--- config.mk ---
export PLATFORM = sky130hd
export DESIGN_NAME = uart_rx_stream
export DESIGN_NICKNAME = d
export VERILOG_FILES = /design/src/rtl/uart_pkg.sv /design/src/rtl/uart_sync_fifo.sv /design/src/rtl/uart_rx_stream.sv
export SDC_FILE = /design/constraint.sdc
export NUM_CORES = 1
export LEC_CHECK = 0
export ABC_AREA = 1
export CAP_MARGIN = 20
export CORE_UTILIZATION = 55
export DETAILED_ROUTE_END_ITERATION = 10
export PLACE_DENSITY = 0.8
export REMOVE_ABC_BUFFERS = 1
export SLEW_MARGIN = 25
export SYNTH_ARGS = -nofsm -noshare
export SYNTH_HDL_FRONTEND = slang
export SYNTH_SLANG_ARGS = --single-unit
--- constraint.sdc ---
create_clock -name sysclk -period 3.4 [get_ports sysclk]
set_input_delay 0.85 -clock sysclk [delete_from_list [all_inputs] [get_ports sysclk]]
set_output_delay 0.85 -clock sysclk [all_outputs]
set_load 0.02 [all_outputs]
--- src/rtl/uart_pkg.sv ---
// ----------------------------------------------------------------------------
// uart_pkg
// Shared definitions for the UART receive path: parity mode constants, the
// receive FSM state encoding, oversample tick indices and small helper
// functions for the baud divisor, the 3-sample majority vote and parity.
// No ports; imported by uart_rx_stream.
// ----------------------------------------------------------------------------
package uart_pkg;

  localparam int unsigned PARITY_NONE = 0;
  localparam int unsigned PARITY_ODD  = 1;
  localparam int unsigned PARITY_EVEN = 2;

  localparam int unsigned OVERSAMPLE  = 16;

  // Oversample tick indices inside one bit period. Ticks 7..9 straddle the
  // bit centre; the decision is made on tick 9 once all three are known.
  localparam logic [3:0] TICK_VOTE_A   = 4'd7;
  localparam logic [3:0] TICK_VOTE_B   = 4'd8;
  localparam logic [3:0] TICK_VOTE_C   = 4'd9;
  localparam logic [3:0] TICK_BIT_LAST = 4'd15;

  typedef enum logic [2:0] {
    ST_IDLE,
    ST_START,
    ST_DATA,
    ST_PARITY,
    ST_STOP,
    ST_WAIT_IDLE
  } rx_state_t;

  // Clocks per oversample tick, rounded to nearest.
  function automatic int unsigned calcDivisor(input int unsigned clkHz,
                                              input int unsigned baud);
    longint unsigned den;
    den = 64'(baud) * 64'(OVERSAMPLE);
    return 32'((64'(clkHz) + den / 2) / den);
  endfunction

  function automatic logic majority3(input logic a, input logic b, input logic c);
    return (a & b) | (a & c) | (b & c);
  endfunction

  // Expected parity bit for the given mode. Unused upper data bits must be
  // zero so they do not disturb the XOR.
  function automatic logic parityBit(input logic [8:0] data, input int unsigned mode);
    return (mode == PARITY_ODD) ? ~(^data) : (^data);
  endfunction

endpackage

--- src/rtl/uart_sync_fifo.sv ---
// ----------------------------------------------------------------------------
// uart_sync_fifo
// Single-clock FIFO with registered first-word fall-through output.
//   i_clk, i_rst_n   clock, asynchronous active-low reset
//   i_wrEn/i_wrData  write request and word
//   o_wrOk           write accepted this cycle (not full, or popping now)
//   i_rdEn           consumer ready; a pop happens when i_rdEn && o_rdValid
//   o_rdData         oldest word, stable while o_rdValid && !i_rdEn
//   o_rdValid        FIFO holds at least one word (registered)
//   o_level          number of stored words
// DEPTH must be a power of two so the pointers wrap for free.
// ----------------------------------------------------------------------------
module uart_sync_fifo #(
  parameter int unsigned WIDTH = 10,
  parameter int unsigned DEPTH = 16
) (
  input  logic                     i_clk,
  input  logic                     i_rst_n,
  input  logic                     i_wrEn,
  input  logic [WIDTH-1:0]         i_wrData,
  output logic                     o_wrOk,
  input  logic                     i_rdEn,
  output logic [WIDTH-1:0]         o_rdData,
  output logic                     o_rdValid,
  output logic [$clog2(DEPTH):0]   o_level
);

  localparam int unsigned AW = $clog2(DEPTH);
  localparam int unsigned LW = AW + 1;

  logic [WIDTH-1:0] r_mem [DEPTH];
  logic [AW-1:0]    r_wrPtr;
  logic [AW-1:0]    r_rdPtr;
  logic [LW-1:0]    r_level;
  logic [LW-1:0]    w_levelNext;
  logic             r_valid;
  logic             w_full;
  logic             w_wrFire;
  logic             w_rdFire;

  assign w_full   = (r_level == LW'(DEPTH));
  assign w_rdFire = i_rdEn & r_valid;
  // A full FIFO can still take a word when the head leaves in the same cycle;
  // the write then lands in the slot being vacated.
  assign w_wrFire = i_wrEn & (~w_full | w_rdFire);

  always_comb begin
    w_levelNext = r_level;
    case ({w_wrFire, w_rdFire})
      2'b10:   w_levelNext = r_level + LW'(1);
      2'b01:   w_levelNext = r_level - LW'(1);
      default: w_levelNext = r_level;
    endcase
  end

  always_ff @(posedge i_clk or negedge i_rst_n) begin
    if (!i_rst_n) begin
      for (int i = 0; i < DEPTH; i++) begin
        r_mem[i] <= '0;
      end
    end else if (w_wrFire) begin
      r_mem[r_wrPtr] <= i_wrData;
    end
  end

  always_ff @(posedge i_clk or negedge i_rst_n) begin
    if (!i_rst_n) begin
      r_wrPtr <= '0;
      r_rdPtr <= '0;
      r_level <= '0;
      r_valid <= 1'b0;
    end else begin
      if (w_wrFire) begin
        r_wrPtr <= r_wrPtr + AW'(1);
      end
      if (w_rdFire) begin
        r_rdPtr <= r_rdPtr + AW'(1);
      end
      r_level <= w_levelNext;
      r_valid <= (w_levelNext != '0);
    end
  end

  assign o_wrOk    = w_wrFire;
  assign o_rdData  = r_mem[r_rdPtr];
  assign o_rdValid = r_valid;
  assign o_level   = r_level;

endmodule

--- src/rtl/uart_rx_stream.sv ---
// ----------------------------------------------------------------------------
// uart_rx_stream
// UART receiver with 16x oversampling, majority-vote bit decisions, optional
// parity, 1 or 2 stop bits, and a valid/ready output stream buffered by a FIFO.
//   sysclk        system clock (rising edge)
//   resetn        asynchronous active-low reset
//   uart_txd_in   asynchronous serial line, idles high
//   m_data        oldest received word
//   m_perr        parity error flag stored with m_data
//   m_ferr        framing error flag stored with m_data
//   m_valid       m_data/m_perr/m_ferr hold a word
//   m_ready       consumer accepts the word (pop on m_valid && m_ready)
//   fifo_level    number of stored words
//   overrun       sticky: a word was dropped because the FIFO was full
//   err_clr       pulse that clears overrun
// DATA_BITS 5..9, PARITY 0 none / 1 odd / 2 even, STOP_BITS 1 or 2,
// FIFO_DEPTH a power of two >= 2.
// ----------------------------------------------------------------------------
module uart_rx_stream
  import uart_pkg::*;
#(
  parameter int unsigned CLK_FREQ_HZ = 12_000_000,
  parameter int unsigned BAUD        = 9600,
  parameter int unsigned DATA_BITS   = 8,
  parameter int unsigned PARITY      = PARITY_NONE,
  parameter int unsigned STOP_BITS   = 1,
  parameter int unsigned FIFO_DEPTH  = 16
) (
  input  logic                         sysclk,
  input  logic                         resetn,
  input  logic                         uart_txd_in,
  output logic [DATA_BITS-1:0]         m_data,
  output logic                         m_perr,
  output logic                         m_ferr,
  output logic                         m_valid,
  input  logic                         m_ready,
  output logic [$clog2(FIFO_DEPTH):0]  fifo_level,
  output logic                         overrun,
  input  logic                         err_clr
);

  localparam int unsigned DIVISOR      = calcDivisor(CLK_FREQ_HZ, BAUD);
  localparam int unsigned DIV_W        = (DIVISOR > 1) ? $clog2(DIVISOR) : 1;
  localparam int unsigned WORD_W       = DATA_BITS + 2;
  localparam logic [3:0]  BITCNT_LAST  = 4'(DATA_BITS - 1);
  localparam logic        STOPCNT_LAST = 1'(STOP_BITS - 1);

  // Line synchroniser and edge detector
  logic r_syncMeta;
  logic r_syncOut;
  logic r_rxdPrev;
  logic w_rxd;
  logic w_fall;

  // Start-up guard: the synchroniser powers up high, so its output is not a
  // trustworthy picture of the line until it has been refilled.
  logic [1:0] r_settle;
  logic       w_armed;

  // Oversample timing
  logic [DIV_W-1:0] r_divCnt;
  logic [3:0]       r_tickCnt;
  logic             w_tick;
  logic             w_voteNow;
  logic             w_bitEnd;
  logic [1:0]       r_samp;
  logic             w_vote;

  // Receive FSM and frame datapath
  rx_state_t            r_state;
  rx_state_t            w_stateNext;
  logic                 w_restart;
  logic                 w_shiftBit;
  logic                 w_dataBitDone;
  logic                 w_capParity;
  logic                 w_stopVote;
  logic                 w_stopBitDone;
  logic                 w_push;
  logic [DATA_BITS-1:0] r_shift;
  logic [3:0]           r_bitCnt;
  logic                 r_stopCnt;
  logic                 r_parBit;
  logic                 r_ferr;
  logic                 w_frameErr;
  logic                 w_perr;
  logic [WORD_W-1:0]    w_pushWord;

  // FIFO side
  logic              w_pushOk;
  logic [WORD_W-1:0] w_fifoOut;
  logic              r_overrun;

  always_ff @(posedge sysclk or negedge resetn) begin
    if (!resetn) begin
      r_syncMeta <= 1'b1;
      r_syncOut  <= 1'b1;
      r_rxdPrev  <= 1'b1;
      r_settle   <= 2'b00;
    end else begin
      r_syncMeta <= uart_txd_in;
      r_syncOut  <= r_syncMeta;
      r_rxdPrev  <= r_syncOut;
      r_settle   <= {r_settle[0], 1'b1};
    end
  end

  assign w_rxd   = r_syncOut;
  assign w_fall  = r_rxdPrev & ~w_rxd;
  assign w_armed = r_settle[1];

  // The tick phase is realigned to every accepted start edge so tick 8 lands
  // near the middle of each bit regardless of where the divider was.
  always_ff @(posedge sysclk or negedge resetn) begin
    if (!resetn) begin
      r_divCnt  <= '0;
      r_tickCnt <= '0;
    end else if (w_restart) begin
      r_divCnt  <= '0;
      r_tickCnt <= '0;
    end else if (w_tick) begin
      r_divCnt  <= '0;
      r_tickCnt <= r_tickCnt + 4'd1;
    end else begin
      r_divCnt  <= r_divCnt + DIV_W'(1);
    end
  end

  assign w_tick    = (r_divCnt == DIV_W'(DIVISOR - 1));
  assign w_voteNow = w_tick && (r_tickCnt == TICK_VOTE_C);
  assign w_bitEnd  = w_tick && (r_tickCnt == TICK_BIT_LAST);

  always_ff @(posedge sysclk or negedge resetn) begin
    if (!resetn) begin
      r_samp <= 2'b11;
    end else if (w_tick) begin
      if (r_tickCnt == TICK_VOTE_A) begin
        r_samp[0] <= w_rxd;
      end
      if (r_tickCnt == TICK_VOTE_B) begin
        r_samp[1] <= w_rxd;
      end
    end
  end

  assign w_vote = majority3(r_samp[0], r_samp[1], w_rxd);

  always_ff @(posedge sysclk or negedge resetn) begin
    if (!resetn) begin
      r_state <= ST_IDLE;
    end else begin
      r_state <= w_stateNext;
    end
  end

  // The word is pushed on the vote of the last stop bit rather than at the
  // end of the bit, which also frees the FSM to catch a back-to-back start.
  always_comb begin
    w_stateNext   = r_state;
    w_restart     = 1'b0;
    w_shiftBit    = 1'b0;
    w_dataBitDone = 1'b0;
    w_capParity   = 1'b0;
    w_stopVote    = 1'b0;
    w_stopBitDone = 1'b0;
    w_push        = 1'b0;
    unique case (r_state)
      ST_IDLE: begin
        if (!w_armed) begin
          w_stateNext = ST_WAIT_IDLE;
        end else if (w_fall) begin
          w_stateNext = ST_START;
          w_restart   = 1'b1;
        end
      end
      ST_START: begin
        if (w_voteNow && w_vote) begin
          w_stateNext = ST_IDLE;
        end else if (w_bitEnd) begin
          w_stateNext = ST_DATA;
        end
      end
      ST_DATA: begin
        w_shiftBit = w_voteNow;
        if (w_bitEnd) begin
          w_dataBitDone = 1'b1;
          if (r_bitCnt == BITCNT_LAST) begin
            w_stateNext = (PARITY != PARITY_NONE) ? ST_PARITY : ST_STOP;
          end
        end
      end
      ST_PARITY: begin
        w_capParity = w_voteNow;
        if (w_bitEnd) begin
          w_stateNext = ST_STOP;
        end
      end
      ST_STOP: begin
        if (w_voteNow) begin
          w_stopVote = 1'b1;
          if (r_stopCnt == STOPCNT_LAST) begin
            w_push      = 1'b1;
            w_stateNext = w_frameErr ? ST_WAIT_IDLE : ST_IDLE;
          end
        end else if (w_bitEnd) begin
          w_stopBitDone = 1'b1;
        end
      end
      ST_WAIT_IDLE: begin
        if (w_armed && w_rxd) begin
          w_stateNext = ST_IDLE;
        end
      end
      default: begin
        w_stateNext = ST_WAIT_IDLE;
      end
    endcase
  end

  always_ff @(posedge sysclk or negedge resetn) begin
    if (!resetn) begin
      r_shift   <= '0;
      r_bitCnt  <= '0;
      r_stopCnt <= 1'b0;
      r_parBit  <= 1'b0;
      r_ferr    <= 1'b0;
    end else begin
      if (w_restart) begin
        r_bitCnt  <= '0;
        r_stopCnt <= 1'b0;
        r_ferr    <= 1'b0;
      end
      if (w_shiftBit) begin
        r_shift <= {w_vote, r_shift[DATA_BITS-1:1]};
      end
      if (w_dataBitDone) begin
        r_bitCnt <= r_bitCnt + 4'd1;
      end
      if (w_capParity) begin
        r_parBit <= w_vote;
      end
      if (w_stopVote) begin
        r_ferr <= r_ferr | ~w_vote;
      end
      if (w_stopBitDone) begin
        r_stopCnt <= r_stopCnt + 1'b1;
      end
    end
  end

  // Includes the stop vote being taken this very cycle.
  assign w_frameErr = r_ferr | ~w_vote;
  assign w_perr     = (PARITY != PARITY_NONE) &&
                      (r_parBit != parityBit(9'(r_shift), PARITY));
  assign w_pushWord = {w_perr, w_frameErr, r_shift};

  uart_sync_fifo #(
    .WIDTH (WORD_W),
    .DEPTH (FIFO_DEPTH)
  ) u_fifo (
    .i_clk     (sysclk),
    .i_rst_n   (resetn),
    .i_wrEn    (w_push),
    .i_wrData  (w_pushWord),
    .o_wrOk    (w_pushOk),
    .i_rdEn    (m_ready),
    .o_rdData  (w_fifoOut),
    .o_rdValid (m_valid),
    .o_level   (fifo_level)
  );

  // A fresh drop wins over a simultaneous clear.
  always_ff @(posedge sysclk or negedge resetn) begin
    if (!resetn) begin
      r_overrun <= 1'b0;
    end else begin
      r_overrun <= (r_overrun & ~err_clr) | (w_push & ~w_pushOk);
    end
  end

  assign overrun = r_overrun;
  assign m_perr  = w_fifoOut[WORD_W-1];
  assign m_ferr  = w_fifoOut[WORD_W-2];
  assign m_data  = w_fifoOut[DATA_BITS-1:0];

endmodule

==> impl_metrics.tcl, run 1 <==
set metrics [dict create \
    relSlewSlack_pct 44.2 \
    clock-sinks 194 \
    cts_tree "yes" \
    grt_max_degree 85 \
    count_of_final_max_slew_check_failures 0 \
    boundaryPins 22 \
    post_cts_repair_timing_setup_buffer_count 0 \
    area.growth.synth_to_final_pct 10.5 \
    final_net_count 1096 \
    setup_viol 0 \
    cts-hold-fix-buffers 0 \
    chipWidth_um 132 \
    critical_path_class "reg2out" \
    row_count 47 \
    crit_end "m_data[3]" \
    grt_first_pass_wirelength_um 35800 \
    grt_remaining_overflow 0 \
    gpl.final_weighted_congestion 0.816 \
    avgRoutedWirePerCell_um 16.3 \
    filler_cells 1398 \
    cp_data_arrival_time_ns 2.18 \
    cellPowerDensity_nw_per_um2 727 \
    synth.cell_area_um2 9320 \
    synth_async_sr_flop_share_pct 100 \
    synth_area_leaders "sky130_fd_sc_hd__dfrtp_1 51%, sky130_fd_sc_hd__nand2_1 9.2%, sky130_fd_sc_hd__o21ai_0 8.6%" \
    timing.rr.start "r_tickCnt[1]" \
    power.static_leakage_nw 4.67 \
    finalHoldViolCount 0 \
    ys_dominant_reg_cell "sky130_fd_sc_hd__dfrtp_1" \
    worst-r2r-cell-count 21 \
    clock_latency_ns 0.43 \
    number_of_antenna_violations_at_the_first_check_in_global_routing 0 \
    utilization_pct 62.1 \
    cts.clk_slew.worst_paths_ns 0.07 \
    final_layout_size_suffix_gt1_share_pct 7.89 \
    fin_worst_skew_ns 0.0125 \
    r2r_setup_slack_ns 0.49 \
    globalRouteTotalUtil_pct 25.9 \
    die_y_um 132 \
    synthesis.area_per_instance_um2 8.62 \
    h-tree-depth 4 \
    worstPathMaxFanout 28 \
    place.detailed.instances 1277 \
    cts_made_buffers 17 \
    synth_enable_flop_cells 0 \
    crit_path_start_kind "flip-flop" \
    regToRegEndpoint "u_fifo.o_rdValid" \
    route.detailed.vias_per_inst 5.75 \
    ctsRootBufferMaster "sky130_fd_sc_hd__clkbuf_16" \
    drt-initial-drc-count 834 \
    seq_area_frac_synth_pct 52.2 \
    yosys.cell_types.count 39 \
    starting_density_pct 56.2 \
    ys.warnings.count 0 \
    drt_pre_antenna_iters 5 \
    result_of_the_run "finished, final reports clean" \
    timing.setup.tns_ns 0 \
    core_um2 16600 \
    final_cell_area_um2 10300 \
    cp-end-kind "output pin" \
    number_of_global_route_vias_before_repair 7012 \
    maxCapViolCount 0 \
    maxClockFrequency_mhz 330 \
    period_minus_slack_ns 3.03 \
    syn_inst 1081 \
    crit_path_start "u_fifo.r_rdPtr[0]" \
    ctsLongestPathBuffers 2 \
    die_area_um2 17500 \
    dr_total_vias 7533 \
    remaining_drc_errors 0 \
    timing_worst_slew_pin_value_ns 0.834 \
    post-synth-top-count-cell "sky130_fd_sc_hd__nand2_1" \
    finalNonFillerCells 1310 \
    holdCritPathClass "reg2reg" \
    insertedDiodeCount 0 \
    synth-seq-cells 194 \
    required_ns 2.55 \
    layout_worst_path_cycle_share_pct 89.1 \
    drt_wl_total_um 21300 \
    ir_drop_mv 0.583 \
    placed_cell_area_um2 9590 \
    grt_setup_unrepaired "no" \
    drt.antenna.violating_nets 0 \
    synth_top_cell_area_share_pct 50.8 \
    synth_common_cells "228 x sky130_fd_sc_hd__nand2_1, 189 x sky130_fd_sc_hd__dfrtp_1, 161 x sky130_fd_sc_hd__o21ai_0" \
    synthDominantAreaCellType "sky130_fd_sc_hd__dfrtp_1" \
    dpl.hpwl_um 13000 \
    port_buffer_count 20 \
]
metal layers:
| metal | track usage (%) | routed length, um |
|---|---|---|
| met5 | 0 | 0 |
| met4 | 6.85 | 274 |
| met3 | 4.42 | 1180 |
| met2 | 42.2 | 10300 |
| met1 | 35.8 | 9640 |
cell type report:
type                    count  area, um2  share of cell area, %
clock buffers              21        470                   4.57
clock inverters            11        174                   1.69
inverters                  55        206                   2.01
multi-input cells         773       3890                   37.8
flip-flops and latches    194       4860                   47.2
well taps                 220        275                   2.67
repair buffers             36        417                   4.05
registers in the layout (all words and copies together), names as in the netlist, 2 cells and up:
| signal | flops |
|---|---|
| r_bitCnt | 4 |
| r_divCnt | 7 |
| r_samp | 2 |
| r_settle | 2 |
| r_shift | 8 |
| r_state | 3 |
| r_tickCnt | 4 |
| u_fifo.o_level | 5 |
| u_fifo.r_mem | 144 |
| u_fifo.r_rdPtr | 4 |
| u_fifo.r_wrPtr | 4 |
cells in the final DEF, fill, tap and decap left out, drive strengths merged:
master,instances
nor3b,3
clkdlybuf4s50,10
bufinv,4
inv,56
buf,15
xor2,7
nor3,6
a21oi,6
conb,2
o21ai,242
o22ai,1
dlymetal6s2s,9
nor2,152
o21bai,3
mux2,1
nand4,3
o31ai,1
dfstp,5
clkinv,6
and3,2
nand3b,1
nand3,54
bufbuf,1
a22o,1
nor4,1
xnor2,5
clkbuf,22
dfrtp,189
nand2,229
o211ai,39
ha,14
where the power goes:
part | switching (mW) | internal [mW] | leakage, nW
Combinational | 1.74 | 0.993 | 1.72
Clock | 0.880 | 1.30 | 0.318
Sequential | 0.132 | 2.44 | 2.63
Total | 2.76 | 4.73 | 4.67
how the worst min path moves through the flow:
stage,startpoint,end,slack [ns],depth (start not counted)
4_1_cts,r_syncMeta,r_syncOut,0.36,0
5_1_grt,r_syncMeta,r_syncOut,0.37,0
6_report,r_syncMeta,r_syncOut,0.36,0
2_1_floorplan,r_settle[0],r_settle[1],0.33,0
3_5_place_dp,r_syncMeta,r_syncOut,0.35,0
3_3_place_gp,r_settle[0],r_settle[1],0.33,0
logic make-up after synthesis:
| group | count (synthesis) | synth area share (%) |
|---|---|---|
| compound gates | 293 | 17.3 |
| simple gates | 451 | 21.1 |
| fa+ha+maj | 14 | 1.88 |
| xor+xnor | 12 | 1.13 |
| buf+inv | 114 | 6.18 |
| mux | 1 | 0.121 |
| other cells | 2 | 0.0806 |
| flops | 194 | 52.2 |
worst max-delay path: stages (launching register included):
cell and delay, ns:
sky130_fd_sc_hd__dfrtp_2 0.43, sky130_fd_sc_hd__inv_2 0.17, sky130_fd_sc_hd__bufbuf_16 0.37, sky130_fd_sc_hd__nor2_1 0.05, sky130_fd_sc_hd__o211ai_1 0.30, sky130_fd_sc_hd__nand3_1 0.11
sky130_fd_sc_hd__nand2_1 0.10, sky130_fd_sc_hd__dlymetal6s2s_1 0.22
per-stage QoR:
stage | hold WS, ns | setup WS [ns] | power, mW
2_1_floorplan | 0.331 | -0.141 | 4.25
3_3_place_gp | 0.333 | 0.337 | 5.22
3_5_place_dp | 0.351 | 0.229 | 5.25
4_1_cts | 0.361 | 0.00676 | 7.51
5_1_grt | 0.365 | 0.121 | 7.91
6_report | 0.359 | 0.372 | 7.49
timing repair:
action	in CTS	in global routing
cloned	1	0
gates resized for setup	1	11
endpoints found under the setup margin	2	9
hold endpoints to repair	0	0
Power figures use the tool's default switching activity.
==> run 2: changes to the inputs <==
CTS_BUF_LIST = sky130_fd_sc_hd__clkbuf_8 sky130_fd_sc_hd__clkbuf_16   (was default)
==> run 2 against run 1 <==
Against the previous run: die area did not move; sequential cell count did not move; critical endpoint unchanged; design area did not move; highest routed layer unchanged; non-clock buffer count did not move; clock power barely moved; via count barely moved; sequential share of layout area did not move; largest power group unchanged; clock-buffer cell count fell by 1; utilization did not move; critical path depth did not move; routed wire length barely moved.
==> impl_metrics.tcl, run 2 (synthesis results as in run 1) <==
set metrics [dict create \
    crit_path_cell_trace "inv_2, bufbuf_16, nor2_1, o211ai_1, nand3_1, nand2_1, dlymetal6s2s_1" \
    worst_path_largest_cell_delay_ns 0.43 \
    cts_tree "yes" \
    post_cts_repair_timing_setup_buffer_count 0 \
    period_minus_slack_ns 3.03 \
    utilization_pct 62.1 \
    grt_max_degree 85 \
    relSlewSlack_pct 44.2 \
    largest_register_ffs 144 \
    globalRouteTotalUtil_pct 25.9 \
    holdCritPathClass "reg2reg" \
    h-tree-depth 4 \
    postLayoutSetupSlackWorst_ns 0.371 \
    slowest_stage "sky130_fd_sc_hd__dfrtp_2" \
    timing_worst_slew_pin_value_ns 0.834 \
    required_ns 2.55 \
    grt_first_pass_wirelength_um 35800 \
    core_um2 16600 \
    grt_remaining_overflow 0 \
    cts_made_buffers 17 \
    die_y_um 132 \
    drt_pre_antenna_iters 6 \
    cp-end-kind "output pin" \
    dpl.hpwl_um 13000 \
    gpl.final_weighted_congestion 0.816 \
    crit_path_start_kind "flip-flop" \
    final_net_count 1096 \
    avgRoutedWirePerCell_um 16.3 \
    cts-hold-fix-buffers 0 \
    maxClockFrequency_mhz 330 \
    insertedDiodeCount 0 \
    maxCapViolCount 0 \
    mostFrequentLayoutCell "sky130_fd_sc_hd__nand2_1" \
    drt-initial-drc-count 832 \
    dr_total_vias 7530 \
    setup_viol 0 \
    starting_density_pct 56.2 \
    cellPowerDensity_nw_per_um2 727 \
    cp_data_arrival_time_ns 2.18 \
    remaining_drc_errors 0 \
    die_area_um2 17500 \
    finalHoldViolCount 0 \
    cts.clk_slew.worst_paths_ns 0.07 \
    route.detailed.vias_per_inst 5.75 \
    pre_cts_ws_ns 0.229 \
    grt_setup_unrepaired "no" \
    chipWidth_um 132 \
    ctsLongestPathBuffers 2 \
    number_of_global_route_vias_before_repair 7012 \
    number_of_antenna_violations_at_the_first_check_in_global_routing 0 \
    fin_worst_skew_ns 0.0125 \
    boundaryPins 22 \
    layout_top_registers "u_fifo.r_mem (144), r_shift (8), r_divCnt (7)" \
    final_layout_size_suffix_gt1_share_pct 7.89 \
    ctsRootBufferMaster "sky130_fd_sc_hd__clkbuf_16" \
    row_count 47 \
    area.growth.synth_to_final_pct 10.5 \
    clock_latency_ns 0.43 \
    timing.setup.tns_ns 0 \
    port_buffer_count 20 \
    ir_drop_mv 0.584 \
    layout_worst_path_cycle_share_pct 89.1 \
    filler_cells 1398 \
    clock-sinks 194 \
    drt.antenna.violating_nets 0 \
    critical_path_class "reg2out" \
    drt_wl_total_um 21300 \
    worstPathMaxFanout 28 \
    power.static_leakage_nw 4.67 \
    regMostFlops "u_fifo.r_mem" \
    result_of_the_run "finished, final reports clean" \
    mostFrequentLayoutCells "228 x sky130_fd_sc_hd__nand2_1, 187 x sky130_fd_sc_hd__dfrtp_1, 160 x sky130_fd_sc_hd__o21ai_0, 151 x sky130_fd_sc_hd__nor2_1, 73 x sky130_fd_sc_hd__o21ai_1" \
    count_of_final_max_slew_check_failures 0 \
]
==> run 2: changes by cell type in the layout (fill, tap and decap cells not counted), sizes merged <==
cell,previous run,this run
inv,56,57
clkbuf,22,21
==> run 2: stage by stage <==
stage	power (mW)	cells	cell area, um2	hold WS (ns)
2_1_floorplan	4.25	1022	8950	0.331
3_5_place_dp	5.25	1277	9590	0.351
6_report	7.48	1310	10300	0.359
5_1_grt	7.91	1310	10300	0.365
4_1_cts	7.51	1310	10300	0.361
3_3_place_gp	5.22	1277	9590	0.333
==> run 2: layer usage <==
metal  up-vias  part of all wire (%)  track usage (%)  wire length [um]
met5         -                     0                0                 0
met4         0                   1.3             6.85               274
met3        27                   5.5             4.42              1170
met2       245                    48             42.2             10300
met1      3671                    45             35.8              9640
li1       3587                     -                -                 -
==> run 2: final cells by class <==
cell class / count / area, um2 / share of cell area, %
Clock buffer: 20 / 467 / 4.53
Clock inverter: 12 / 178 / 1.73
Inverter: 55 / 206 / 2.01
Multi-Input combinational cell: 773 / 3890 / 37.8
Sequential cell: 194 / 4860 / 47.2
Tap cell: 220 / 275 / 2.67
Timing Repair Buffer: 36 / 417 / 4.05
==> run 2: critical path: cells and delay by family, from the launching register on <==
family	cells	cell delay, ns
buffers and inverters	3	0.76
AO/OA/AOI/OAI	1	0.30
AND/OR/NAND/NOR	3	0.26
flip-flops	1	0.43
==> run 2: path summary, 6_finish.rpt <==
path,cells past startpoint,slack [ns],to,startpoint
max in group asynchronous,2,2.09,u_fifo.r_mem[54],resetn
setup reg to reg,21,0.49,u_fifo.o_rdValid,r_tickCnt[1]
hold / removal,0,0.36,r_syncOut,r_syncMeta
setup / recovery,7,0.37,m_data[3],u_fifo.r_rdPtr[0]
min in group asynchronous,1,0.43,u_fifo.r_mem[42],resetn
hold reg to reg,0,0.36,r_syncOut,r_syncMeta
==> run 2: where the power goes <==
group	leakage, nW	switching, mW	internal [mW]
clock	0.323	0.880	1.30
sequential	2.63	0.132	2.44
combinational	1.72	1.74	0.993
total	4.67	2.76	4.73
==> run 2: what timing repair did <==
action,in CTS,in global routing
resized for setup,1,11
cloned,1,0
setup endpoints to repair,2,9
pin swaps,0,0
==> run 3: changes to the inputs <==
SKIP_CTS_REPAIR_TIMING = 1   (was default)
==> run 3 against run 2 <==
Against the previous run: worst setup slack worse by 0.26 ns; clock skew rose by 0.0014 ns; first-iteration DRC count fell by 0.84%; hold slack about the same; total power barely moved; design area is 0.12% lower; via count is essentially flat; critical path depth up 2; sequential cell count is the same; final cell count unchanged; clock-buffer cell count stayed put; critical path type unchanged; largest power group unchanged; highest routed layer unchanged.
==> impl_metrics.tcl, run 3 (synthesis results as in run 1) <==
set metrics [dict create \
    result_of_the_run "finished, final reports clean" \
    ctsLongestPathBuffers 2 \
    fin_worst_skew_ns 0.0139 \
    drt_wl_total_um 21400 \
    globalRoute.busiestLayer "met2" \
    setup_viol 0 \
    final_layout_size_suffix_gt1_share_pct 7.89 \
    final_cell_area_um2 10300 \
    mostFrequentLayoutCell "sky130_fd_sc_hd__nand2_1" \
    crit_path_start_kind "flip-flop" \
    slowest_stage "sky130_fd_sc_hd__clkdlybuf4s50_1" \
    utilization_pct 62.0 \
    crit_path_cell_trace "inv_4, buf_6, nor2_1, nor2_1, o21ai_0, o21ai_1, o211ai_1, nand2_1, clkdlybuf4s50_1" \
    worst_path_largest_cell_delay_ns 0.61 \
    drt.antenna.violating_nets 0 \
    timing.setup.tns_ns 0 \
    count_of_final_max_slew_check_failures 0 \
    insertedDiodeCount 0 \
    layout_worst_path_cycle_share_pct 96.9 \
    dr_total_vias 7537 \
    chipWidth_um 132 \
    largest_register_ffs 144 \
    boundaryPins 22 \
    clock_latency_ns 0.43 \
    cts.clk_slew.worst_paths_ns 0.07 \
    grt_setup_unrepaired "no" \
    placed_cell_area_um2 9590 \
    timing.critical_path.mode_cell "sky130_fd_sc_hd__nor2_1" \
    number_of_global_route_vias_before_repair 6969 \
    cellPowerDensity_nw_per_um2 728 \
    avgRoutedWirePerCell_um 16.3 \
    route.detailed.vias_per_inst 5.75 \
    area.growth.synth_to_final_pct 10.3 \
    globalRouteMet1Util_pct 35.5 \
    drt-initial-drc-count 825 \
    finalHoldViolCount 0 \
    grt_first_pass_wirelength_um 35500 \
    regMostFlops "u_fifo.r_mem" \
    holdCritPathClass "reg2reg" \
    grt.met2_usage_pct 41.8 \
    mostFrequentLayoutCells "228 x sky130_fd_sc_hd__nand2_1, 187 x sky130_fd_sc_hd__dfrtp_1, 159 x sky130_fd_sc_hd__o21ai_0, 151 x sky130_fd_sc_hd__nor2_1, 74 x sky130_fd_sc_hd__o21ai_1" \
    layout_top_registers "u_fifo.r_mem (144), r_shift (8), r_divCnt (7)" \
    gpl.final_weighted_congestion 0.816 \
    die_y_um 132 \
    number_of_antenna_violations_at_the_first_check_in_global_routing 0 \
    row_count 47 \
    remaining_drc_errors 0 \
    final_net_count 1096 \
    cts_made_buffers 17 \
    drt_pre_antenna_iters 5 \
    globalRouteTotalUtil_pct 25.6 \
    timing_worst_slew_pin_value_ns 0.832 \
    h-tree-depth 4 \
    grt_remaining_overflow 0 \
    clock-sinks 194 \
    maxClockFrequency_mhz 304 \
    power.static_leakage_nw 4.63 \
    cts_tree "yes" \
    maxCapViolCount 0 \
    grt_max_degree 85 \
    starting_density_pct 56.2 \
    grt.met3_usage_pct 4.42 \
    core_um2 16600 \
    relSlewSlack_pct 44.4 \
    die_area_um2 17500 \
    required_ns 2.55 \
    dpl.hpwl_um 13000 \
    ctsRootBufferMaster "sky130_fd_sc_hd__clkbuf_16" \
    cp-end-kind "output pin" \
    critical_path_class "reg2out" \
    period_minus_slack_ns 3.29 \
    ir_drop_mv 0.583 \
    place.detailed.instances 1277 \
    worstPathMaxFanout 13 \
    port_buffer_count 20 \
    finalNonFillerCells 1310 \
    cp_data_arrival_time_ns 2.44 \
]
run 3: changes by cell type in the layout (fill, tap and decap cells not counted):
cell / before / now
sky130_fd_sc_hd__dlymetal6s2s_1: 9 / 6
sky130_fd_sc_hd__bufbuf_16: 1 / 0
sky130_fd_sc_hd__clkdlybuf4s50_1: 10 / 13
sky130_fd_sc_hd__inv_4: 0 / 1
sky130_fd_sc_hd__inv_2: 1 / 0
sky130_fd_sc_hd__o21ai_0: 160 / 159
sky130_fd_sc_hd__o21ai_1: 73 / 74
sky130_fd_sc_hd__clkbuf_16: 17 / 18
run 3: where the power goes:
part	switching, mW	internal (mW)	total (mW)
Clock	0.882	1.30	2.18
Sequential	0.134	2.44	2.57
Combinational	1.75	0.985	2.73
Total	2.76	4.72	7.48
run 3: layout make-up:
class,count,area [um2]
Clock inverter,12,178
Sequential cell,194,4860
Inverter,55,209
Multi-Input combinational cell,773,3890
Clock buffer,20,467
Timing Repair Buffer,36,402
Fill cell,1403,6300
Tap cell,220,275
run 3: final timing paths:
| check | from | endpoint | slack (ns) | cells after the start |
|---|---|---|---|---|
| max reg2reg | r_tickCnt[1] | u_fifo.o_rdValid | 0.48 | 21 |
| max | u_fifo.r_rdPtr[0] | m_ferr | 0.11 | 9 |
| min reg2reg | r_syncMeta | r_syncOut | 0.36 | 0 |
| min | r_syncMeta | r_syncOut | 0.36 | 0 |
| min in group asynchronous | resetn | u_fifo.r_mem[42] | 0.44 | 1 |
| max in group asynchronous | resetn | u_fifo.r_mem[54] | 2.09 | 2 |
run 3: worst max-delay path: cells and delay by family (launching register included):
| family | cells | cell delay (ns) |
|---|---|---|
| buffers and inverters | 3 | 0.93 |
| DFF | 1 | 0.44 |
| and+or+nand+nor | 3 | 0.25 |
| AOI/OAI and AO/OA | 3 | 0.40 |
run 3: routing by layer:
layer	vias up	part of all wire, %
met5	-	0
met2	238	48
met3	26	5.7
li1	3590	-
met1	3683	45
met4	0	1.3
run 3: through the flow:
step	hold slack [ns]	worst slack [ns]	total power [mW]
after floorplan	0.331	-0.141	4.25
after global placement	0.333	0.337	5.22
after detailed placement	0.351	0.229	5.25
after CTS	0.361	-0.0100	7.44
after global routing	0.365	0.0168	7.91
final	0.359	0.107	7.48
